===== src/rtl/mem_stage.sv =====
// ---------------------------------------------------------------------------
// mem_stage
//   Memory-access pipeline stage that sits directly after execute. It issues
//   loads and stores on a data bus that allows one outstanding transaction
//   (request held until acknowledge), aligns and extends load data, and
//   presents a registered single-cycle writeback pulse. Upstream is stalled
//   while a bus transaction is outstanding.
//
// Ports
//   clk, rst          clock, synchronous active-high reset
//   in_valid          execute-stage outputs valid (ignored while stall = 1)
//   ir                instruction word, ir[31:26] selects access size/sign
//   tmp_c             ALU result: effective address or pass-through result
//   tmp_b             store data
//   regaddr           destination register
//   read/write/excp   load flag, store flag, upstream exception
//   stall             upstream must hold its inputs
//   bus_req/bus_we    bus request (held until bus_ack), write enable
//   bus_addr/bus_be   word-aligned address, little-endian byte enables
//   bus_wdata         lane-replicated store data
//   bus_ack/bus_rdata transaction complete, read data valid with bus_ack
//   wb_valid          one-cycle writeback pulse
//   wb_data/wb_regaddr/wb_excp  writeback fields, held between pulses
//
// Build option
//   MEM_ALIGN_EXCP_EN  when defined, misaligned half/word accesses raise an
//                      exception instead of reaching the bus. When undefined,
//                      low address bits that break alignment are ignored.
//
// AW must lie in 3..32; DW is fixed at 32.
// ---------------------------------------------------------------------------

// state | meaning
// ------+--------------------------------------------
// IDLE  | no transaction outstanding, accepts input
// BUSY  | bus request outstanding, waiting for bus_ack

module mem_stage #(
  parameter int AW = 32,
  parameter int DW = 32
) (
  input  logic          clk,
  input  logic          rst,
  input  logic          in_valid,
  input  logic [31:0]   ir,
  input  logic [DW-1:0] tmp_c,
  input  logic [DW-1:0] tmp_b,
  input  logic [4:0]    regaddr,
  input  logic          read,
  input  logic          write,
  input  logic          excp,
  output logic          stall,
  output logic          bus_req,
  output logic          bus_we,
  output logic [AW-1:0] bus_addr,
  output logic [3:0]    bus_be,
  output logic [DW-1:0] bus_wdata,
  input  logic          bus_ack,
  input  logic [DW-1:0] bus_rdata,
  output logic          wb_valid,
  output logic [DW-1:0] wb_data,
  output logic [4:0]    wb_regaddr,
  output logic          wb_excp
);

  typedef enum logic {
    IDLE = 1'b0,
    BUSY = 1'b1
  } state_t;

  typedef enum logic [1:0] {
    SZ_BYTE = 2'd0,
    SZ_HALF = 2'd1,
    SZ_WORD = 2'd2
  } size_t;

  localparam logic [5:0] OP_LB  = 6'h20;
  localparam logic [5:0] OP_LH  = 6'h21;
  localparam logic [5:0] OP_LW  = 6'h23;
  localparam logic [5:0] OP_LBU = 6'h24;
  localparam logic [5:0] OP_LHU = 6'h25;
  localparam logic [5:0] OP_SB  = 6'h28;
  localparam logic [5:0] OP_SH  = 6'h29;
  localparam logic [5:0] OP_SW  = 6'h2B;

  state_t r_state;
  state_t w_next_state;

  // Captured at accept, used when the load data returns.
  size_t       r_size;
  logic [1:0]  r_lane;
  logic        r_signed;
  logic        r_is_load;
  logic [4:0]  r_regaddr;
  logic [DW-1:0] r_tmp_c;

  logic [5:0]    w_op;
  size_t         w_size;
  logic          w_signed;
  logic          w_excp_in;
  logic          w_mem;
  logic          w_misalign;
  logic          w_accept;
  logic          w_go_bus;
  logic          w_wb_excp;
  logic [3:0]    w_be;
  logic [DW-1:0] w_wdata;
  logic [7:0]    w_ld_byte;
  logic [15:0]   w_ld_half;
  logic [DW-1:0] w_ld_data;
  logic          w_unused;

  assign w_unused = ^ir[25:0];

  // -------------------------------------------------------------------------
  // Instruction decode
  // -------------------------------------------------------------------------
  assign w_op = ir[31:26];

  always_comb begin
    w_size   = SZ_WORD;
    w_signed = 1'b0;
    case (w_op)
      OP_LB:         begin w_size = SZ_BYTE; w_signed = 1'b1; end
      OP_LBU, OP_SB: w_size = SZ_BYTE;
      OP_LH:         begin w_size = SZ_HALF; w_signed = 1'b1; end
      OP_LHU, OP_SH: w_size = SZ_HALF;
      OP_LW, OP_SW:  w_size = SZ_WORD;
      default:       w_size = SZ_WORD;
    endcase
  end

  // A simultaneous read and write request is meaningless and is reported
  // to commit exactly like an upstream exception.
  assign w_excp_in = excp | (read & write);
  assign w_mem     = (read | write) & ~w_excp_in;

`ifdef MEM_ALIGN_EXCP_EN
  always_comb begin
    w_misalign = 1'b0;
    if (w_mem) begin
      case (w_size)
        SZ_HALF: w_misalign = tmp_c[0];
        SZ_WORD: w_misalign = |tmp_c[1:0];
        default: w_misalign = 1'b0;
      endcase
    end
  end
`else
  assign w_misalign = 1'b0;
`endif

  assign w_accept  = (r_state == IDLE) & in_valid;
  assign w_go_bus  = w_accept & w_mem & ~w_misalign;
  assign w_wb_excp = w_excp_in | w_misalign;

  // Byte enables and lane replication. Half accesses use a[1] only, so an
  // unaligned half rounds down to its containing halfword.
  always_comb begin
    w_be    = 4'b1111;
    w_wdata = tmp_b;
    case (w_size)
      SZ_BYTE: begin
        w_be    = 4'b0001 << tmp_c[1:0];
        w_wdata = {4{tmp_b[7:0]}};
      end
      SZ_HALF: begin
        w_be    = tmp_c[1] ? 4'b1100 : 4'b0011;
        w_wdata = {2{tmp_b[15:0]}};
      end
      default: begin
        w_be    = 4'b1111;
        w_wdata = tmp_b;
      end
    endcase
  end

  // -------------------------------------------------------------------------
  // Load data alignment and extension
  // -------------------------------------------------------------------------
  assign w_ld_byte = bus_rdata[{r_lane, 3'b000} +: 8];
  assign w_ld_half = r_lane[1] ? bus_rdata[31:16] : bus_rdata[15:0];

  always_comb begin
    w_ld_data = bus_rdata;
    case (r_size)
      SZ_BYTE: w_ld_data = {{24{r_signed & w_ld_byte[7]}}, w_ld_byte};
      SZ_HALF: w_ld_data = {{16{r_signed & w_ld_half[15]}}, w_ld_half};
      default: w_ld_data = bus_rdata;
    endcase
  end

  // -------------------------------------------------------------------------
  // FSM: state register
  // -------------------------------------------------------------------------
  always_ff @(posedge clk) begin
    if (rst) begin
      r_state <= IDLE;
    end else begin
      r_state <= w_next_state;
    end
  end

  // FSM: next state
  always_comb begin
    w_next_state = r_state;
    case (r_state)
      IDLE:    if (w_go_bus) w_next_state = BUSY;
      BUSY:    if (bus_ack)  w_next_state = IDLE;
      default: w_next_state = IDLE;
    endcase
  end

  // FSM: outputs
  always_comb begin
    stall = (r_state == BUSY);
  end

  // -------------------------------------------------------------------------
  // Bus and writeback registers
  // -------------------------------------------------------------------------
  always_ff @(posedge clk) begin
    if (rst) begin
      bus_req    <= 1'b0;
      bus_we     <= 1'b0;
      bus_addr   <= '0;
      bus_be     <= '0;
      bus_wdata  <= '0;
      wb_valid   <= 1'b0;
      wb_data    <= '0;
      wb_regaddr <= '0;
      wb_excp    <= 1'b0;
      r_size     <= SZ_WORD;
      r_lane     <= '0;
      r_signed   <= 1'b0;
      r_is_load  <= 1'b0;
      r_regaddr  <= '0;
      r_tmp_c    <= '0;
    end else begin
      wb_valid <= 1'b0;
      if (w_go_bus) begin
        bus_req   <= 1'b1;
        bus_we    <= write;
        bus_addr  <= {tmp_c[AW-1:2], 2'b00};
        bus_be    <= w_be;
        bus_wdata <= w_wdata;
        r_size    <= w_size;
        r_lane    <= tmp_c[1:0];
        r_signed  <= w_signed;
        r_is_load <= read;
        r_regaddr <= regaddr;
        r_tmp_c   <= tmp_c;
      end else if (w_accept) begin
        // No bus traffic: ALU pass-through, exception or misaligned access.
        wb_valid   <= 1'b1;
        wb_data    <= tmp_c;
        wb_regaddr <= w_wb_excp ? 5'd0 : regaddr;
        wb_excp    <= w_wb_excp;
      end else if ((r_state == BUSY) && bus_ack) begin
        bus_req    <= 1'b0;
        bus_we     <= 1'b0;
        wb_valid   <= 1'b1;
        wb_excp    <= 1'b0;
        wb_data    <= r_is_load ? w_ld_data : r_tmp_c;
        wb_regaddr <= r_is_load ? r_regaddr : 5'd0;
      end
    end
  end

endmodule

===== config.mk =====
export PLATFORM = sky130hd
export DESIGN_NAME = mem_stage
export DESIGN_NICKNAME = d
export VERILOG_FILES = /design/src/rtl/mem_stage.sv
export SDC_FILE = /design/constraint.sdc
export NUM_CORES = 1
export LEC_CHECK = 0
export BUFFER_PORTS_ARGS = -buffer_cell sky130_fd_sc_hd__buf_2
export CAP_MARGIN = 5
export CELL_PAD_IN_SITES_DETAIL_PLACEMENT = 1
export CELL_PAD_IN_SITES_GLOBAL_PLACEMENT = 2
export CORE_MARGIN = 8
export CORE_UTILIZATION = 26
export CTS_BUF_LIST = sky130_fd_sc_hd__clkbuf_8 sky130_fd_sc_hd__clkbuf_16
export DETAILED_ROUTE_END_ITERATION = 6
export PLACE_DENSITY_LB_ADDON = 0.3
export SLEW_MARGIN = 20
export SYNTH_ARGS = -nofsm -noshare
export SYNTH_HDL_FRONTEND = slang
export SYNTH_SLANG_ARGS = --single-unit

===== constraint.sdc =====
create_clock -name clk -period 2.1 [get_ports clk]
set_input_delay 0.105 -clock clk [delete_from_list [all_inputs] [get_ports clk]]
set_output_delay 0.105 -clock clk [all_outputs]
set_load 0.1 [all_outputs]

# Yosys cells after proc, flatten, opt, wreduce, memory -nomap -nowiden
# Cells that the tools add are included.
[classes]
eq_ne = 9
n_shift = 2
mux = 24
bitwise = 11
reduce_logical = 11
[op_table]
columns = ["op", "n"]
rows = [
  ["32-bit one-hot mux with 2 select lines", 2],
  ["32-bit 2-to-1 mux", 3],
  ["6-bit == test, second input constant", 6],
  ["32-bit by 6-bit variable part select with 8-bit output", 1],
  ["5-bit 2-to-1 mux", 4],
  ["16-bit 2-to-1 mux", 1],
  ["1-bit 2-to-1 mux", 10],
  ["4-bit one-hot mux with 2 select lines", 1],
  ["1-bit bitwise AND", 6],
  ["3-bit OR reduction", 2],
  ["2-bit by 1-bit == test with 1-bit output, second input constant", 2],
  ["2-bit logical NOT", 2],
  ["4-bit 2-to-1 mux", 1],
  ["2-bit one-hot mux with 2 select lines", 1],
  ["2-bit AND reduction", 2],
  ["2-bit nonzero test", 2],
  ["2-bit OR reduction", 2],
  ["1-bit by 2-bit left shift with 4-bit output, first input constant", 1],
  ["1-bit inverter", 3],
  ["2-bit by 1-bit inequality test with 1-bit output, second input constant", 1],
  ["1-bit bitwise OR", 2],
  ["1-bit one-hot mux with 2 select lines", 1],
  ["1-bit logical AND", 1],
]
[totals]
reg_bits = 151
out_inout_bits = 110

# Longest topological paths before layout
[depth]
word_depth = 7
ltp_mapped = 7
ltp_nobuf = 4

# Worst setup path before layout
# Ideal clock, no wire load.
[synth_path]
kind = "flip-flop to flip-flop"
from = "register r_state (netlist: stall)"
to = "register wb_data[14]"
setup_ns = 0.112
arrival_ns = 2.317
required_time_ns = 1.988
slack_ns = -0.330
stages_incl_launch_ff = 6
path_buffers = 1
synth_period_minus_slack_ns = 2.430
cell_sequence = "dfxtp_1 nand2_1 a22oi_4 buf_2 nor2_1 a2111oi_1"
[synth_between]
elab_chain_len = 5
word_cells_on_any_way = 8
[synth_rtl]
columns = ["element", "line_no", "source"]
rows = [
  ["from (decl)", "86", "state_t r_state;"],
  ["from (signal assigned)", "200", "r_state <= w_next_state;"],
  ["1-bit inverter", "--", ""],
  ["1-bit bitwise AND", "153", "assign w_accept = (r_state == IDLE) & in_valid;"],
  ["1-bit bitwise AND", "154", "assign w_go_bus = w_accept & w_mem & ~w_misalign;"],
  ["1-bit inverter (no line)", "--", ""],
  ["2-bit AND reduction (no line)", "--", ""],
  ["to (signal assigned)", "256", "wb_data <= tmp_c;"],
  ["to (signal assigned)", "264", "wb_data <= r_is_load ? w_ld_data : r_tmp_c;"],
  ["to (decl)", "61", "output logic [DW-1:0] wb_data,"],
]
# Several ways; a longest one is shown, not always the timed one.
# A chain may end at the register's enable or synchronous reset.

==> results.cfg <==
[cells_and_area]
final_common_cell = buf_2
fin_util_pct = 37.95
nets = 1132
drive_gt1_share_pct = 31.01
antenna_cells = 0
fill_cells = 2766
syn_to_final_growth_pct = 44.03
instances_no_fill = 1288
layout_common_cells = buf_2 (220), nand2_1 (135), dfxtp_1 (118)

[clocking]
path_clk_slew_ns = 0.06
post-cts-setup-buffers = 0
clock_sinks = 119
clockBufferDepth = 2
cts_buffers = 17
htree_num_levels = 4
insertion_delay_ns = 0.43
tritoncts = built
cts_root_buffer = clkbuf_16

[sta]
hold_viol_final = 0
setup_violations = 0
skew_ns = 0.01951
fmax_ghz = 0.5284
drv_slew = 0
fin_setup_tns_ns = 0
min_period_ns = 1.892
min_period_over_period_pct = 90.11
relSlewSlack_pct = 62.48
rsz0062_at_grt = false
tightest_slew_ns = 0.5628

[route]
avgRoutedWirePerCell_um = 20.64
ant_nets = 0
drc = 0
dr.first_iter.drc_count = 410
routed_wl_mm = 26.59
first_pass_iters = 4
vias = 6488
vias_per_cell = 5.037

[placed_design]
place.gp.congestion = 0.8151
io_buffers = 221
dpl.cell_count = 1199
dp_hpwl_mm = 18.91

[synth]
yosys_warnings = 0
ys_ff_latch = 119
synth_seq_area_share_pct = 40.05
synth_edf_count = 0
netlist_instances = 736
synth_area_per_cell_um2 = 8.082
synth_cell_type_count = 51
netlist_area_um2 = 5948
async_reset_ff_share_pct = 0
ys.flop_type = dfxtp_1

[power]
max-vdd-ir-drop_mv = 0.5366
p_leak_nw = 3.642
totalPowerFinal_w = 0.007387
cellPowerDensity_nw_per_um2 = 862.2

[worst_setup_path]
r2r-start = r_tmp_c[1]
cp_max_fo = 7
reg2reg_to = wb_data[12]
crit_type = register to register
start_kind = register
worstPathRequired_ns = 2.37
reg2reg_depth = 4
end_kind = register
r2r_setup_slack_ns = 0.21
crit_arrival_ns = 2.16

[die]
dieWidth_um = 167.3
ioPinCount = 250
rows = 55
fp.coreArea_um2 = 22570
dieArea_um2 = 27970
die-height_um = 167.3
start_util_pct = 26.35

[global_routing]
track_usage_pct = 18.93
overflow = 0
grt_max_degree = 60
grt_pass1_vias = 7132
grt_antenna_before_repair = 2
grt_pass1_wl_mm = 41.95

[hold_path]
min_path_type = input pin to register
worstHoldPathCells = 3
min_to = bus_wdata[30]
min_from = tmp_b[30]

[outcome]
status = finished clean

[flow_run]
drv_cap = 0
cells in the mapped netlist, drive strengths merged, types with 8 or more instances:
master	number	area (µm²)
mux2i	18	183.9
nor2	51	191.4
nand2	136	510.5
nand3b	17	127.6
a211oi	11	82.58
a221o	16	160.2
a21oi	100	500.5
a311oi	8	70.07
a221oi	13	157.6
o41ai	17	148.9
clkbuf	48	180.2
dfxtp	119	2382
o21ai	29	145.1
nand3	13	65.06
buf	26	138.9
o211ai	17	127.6
or3	16	100.1
metal layers:
metal	wire [µm]	track usage (%)
met4	466	6.172
met2	12430	30.83
met5	23	0
met1	11920	23.24
met3	1747	6.231
registers in the layout, summed over array words and instances (netlist names), 2 cells and up:
name        cells
r_regaddr       5
r_size          2
wb_data        32
bus_be          4
wb_regaddr      5
bus_wdata      32
r_tmp_c        31
metrics by stage:
stage / cell area (µm²) / hold slack (ns) / setup slack (ns)
floorplan: 5953 / 0.2410 / 0.1075
global placement: 7400 / 0.3622 / 0.2516
detailed placement: 7400 / 0.3659 / 0.2077
CTS: 8567 / 0.004897 / 0.2153
global route: 8567 / 0.02461 / 0.06063
finish: 8567 / 0.01311 / 0.2076
worst max path at each step:
stage | start | endpoint | slack (ns)
global route | stall | wb_data[13] | 0.06
CTS | r_tmp_c[1] | wb_data[10] | 0.22
global placement | r_tmp_c[1] | wb_data[13] | 0.25
finish | r_tmp_c[1] | wb_data[12] | 0.21
floorplan | stall | wb_data[14] | 0.11
detailed placement | r_tmp_c[1] | wb_data[10] | 0.21
critical path, stage by stage, from the launching register on:
cell,delay [ns]
dfxtp_1,0.39
mux4_2,0.55
a311o_4,0.51
a221oi_2,0.19
a2111oi_0,0.10
cell families after synthesis:
kind of cell	after synthesis	synth area share, %
AO/OA/AOI/OAI	249	29.55
XOR/XNOR	1	0.1473
buffers and inverters	80	5.742
flip-flops	119	40.05
multiplexers	26	4.796
other	1	0.06304
AND/OR/NAND/NOR	260	19.65
where the power goes:
group          switching (W)  internal [W]  total, W
clock network        0.00110       0.00186   0.00296
registers          0.0000820       0.00239   0.00247
logic                0.00147      0.000488   0.00196
what timing repair did:
action	4_1_cts	5_1_grt
gates resized for setup	0	0
hold buffers	59	0
endpoints found under the hold margin	61	0
final cells by class:
cell class / count / area [µm²] / share of cell area (%)
multi-input combinational: 538 / 3241 / 37.83
sequential: 119 / 2384 / 27.82
inverter: 6 / 22.52 / 0.2629
tap: 285 / 356.6 / 4.162
clock buffer: 18 / 439.2 / 5.126
timing repair buffer: 310 / 1987 / 23.19
clock inverter: 12 / 137.6 / 1.607
Note: power is estimated with default switching activity, not from simulation.
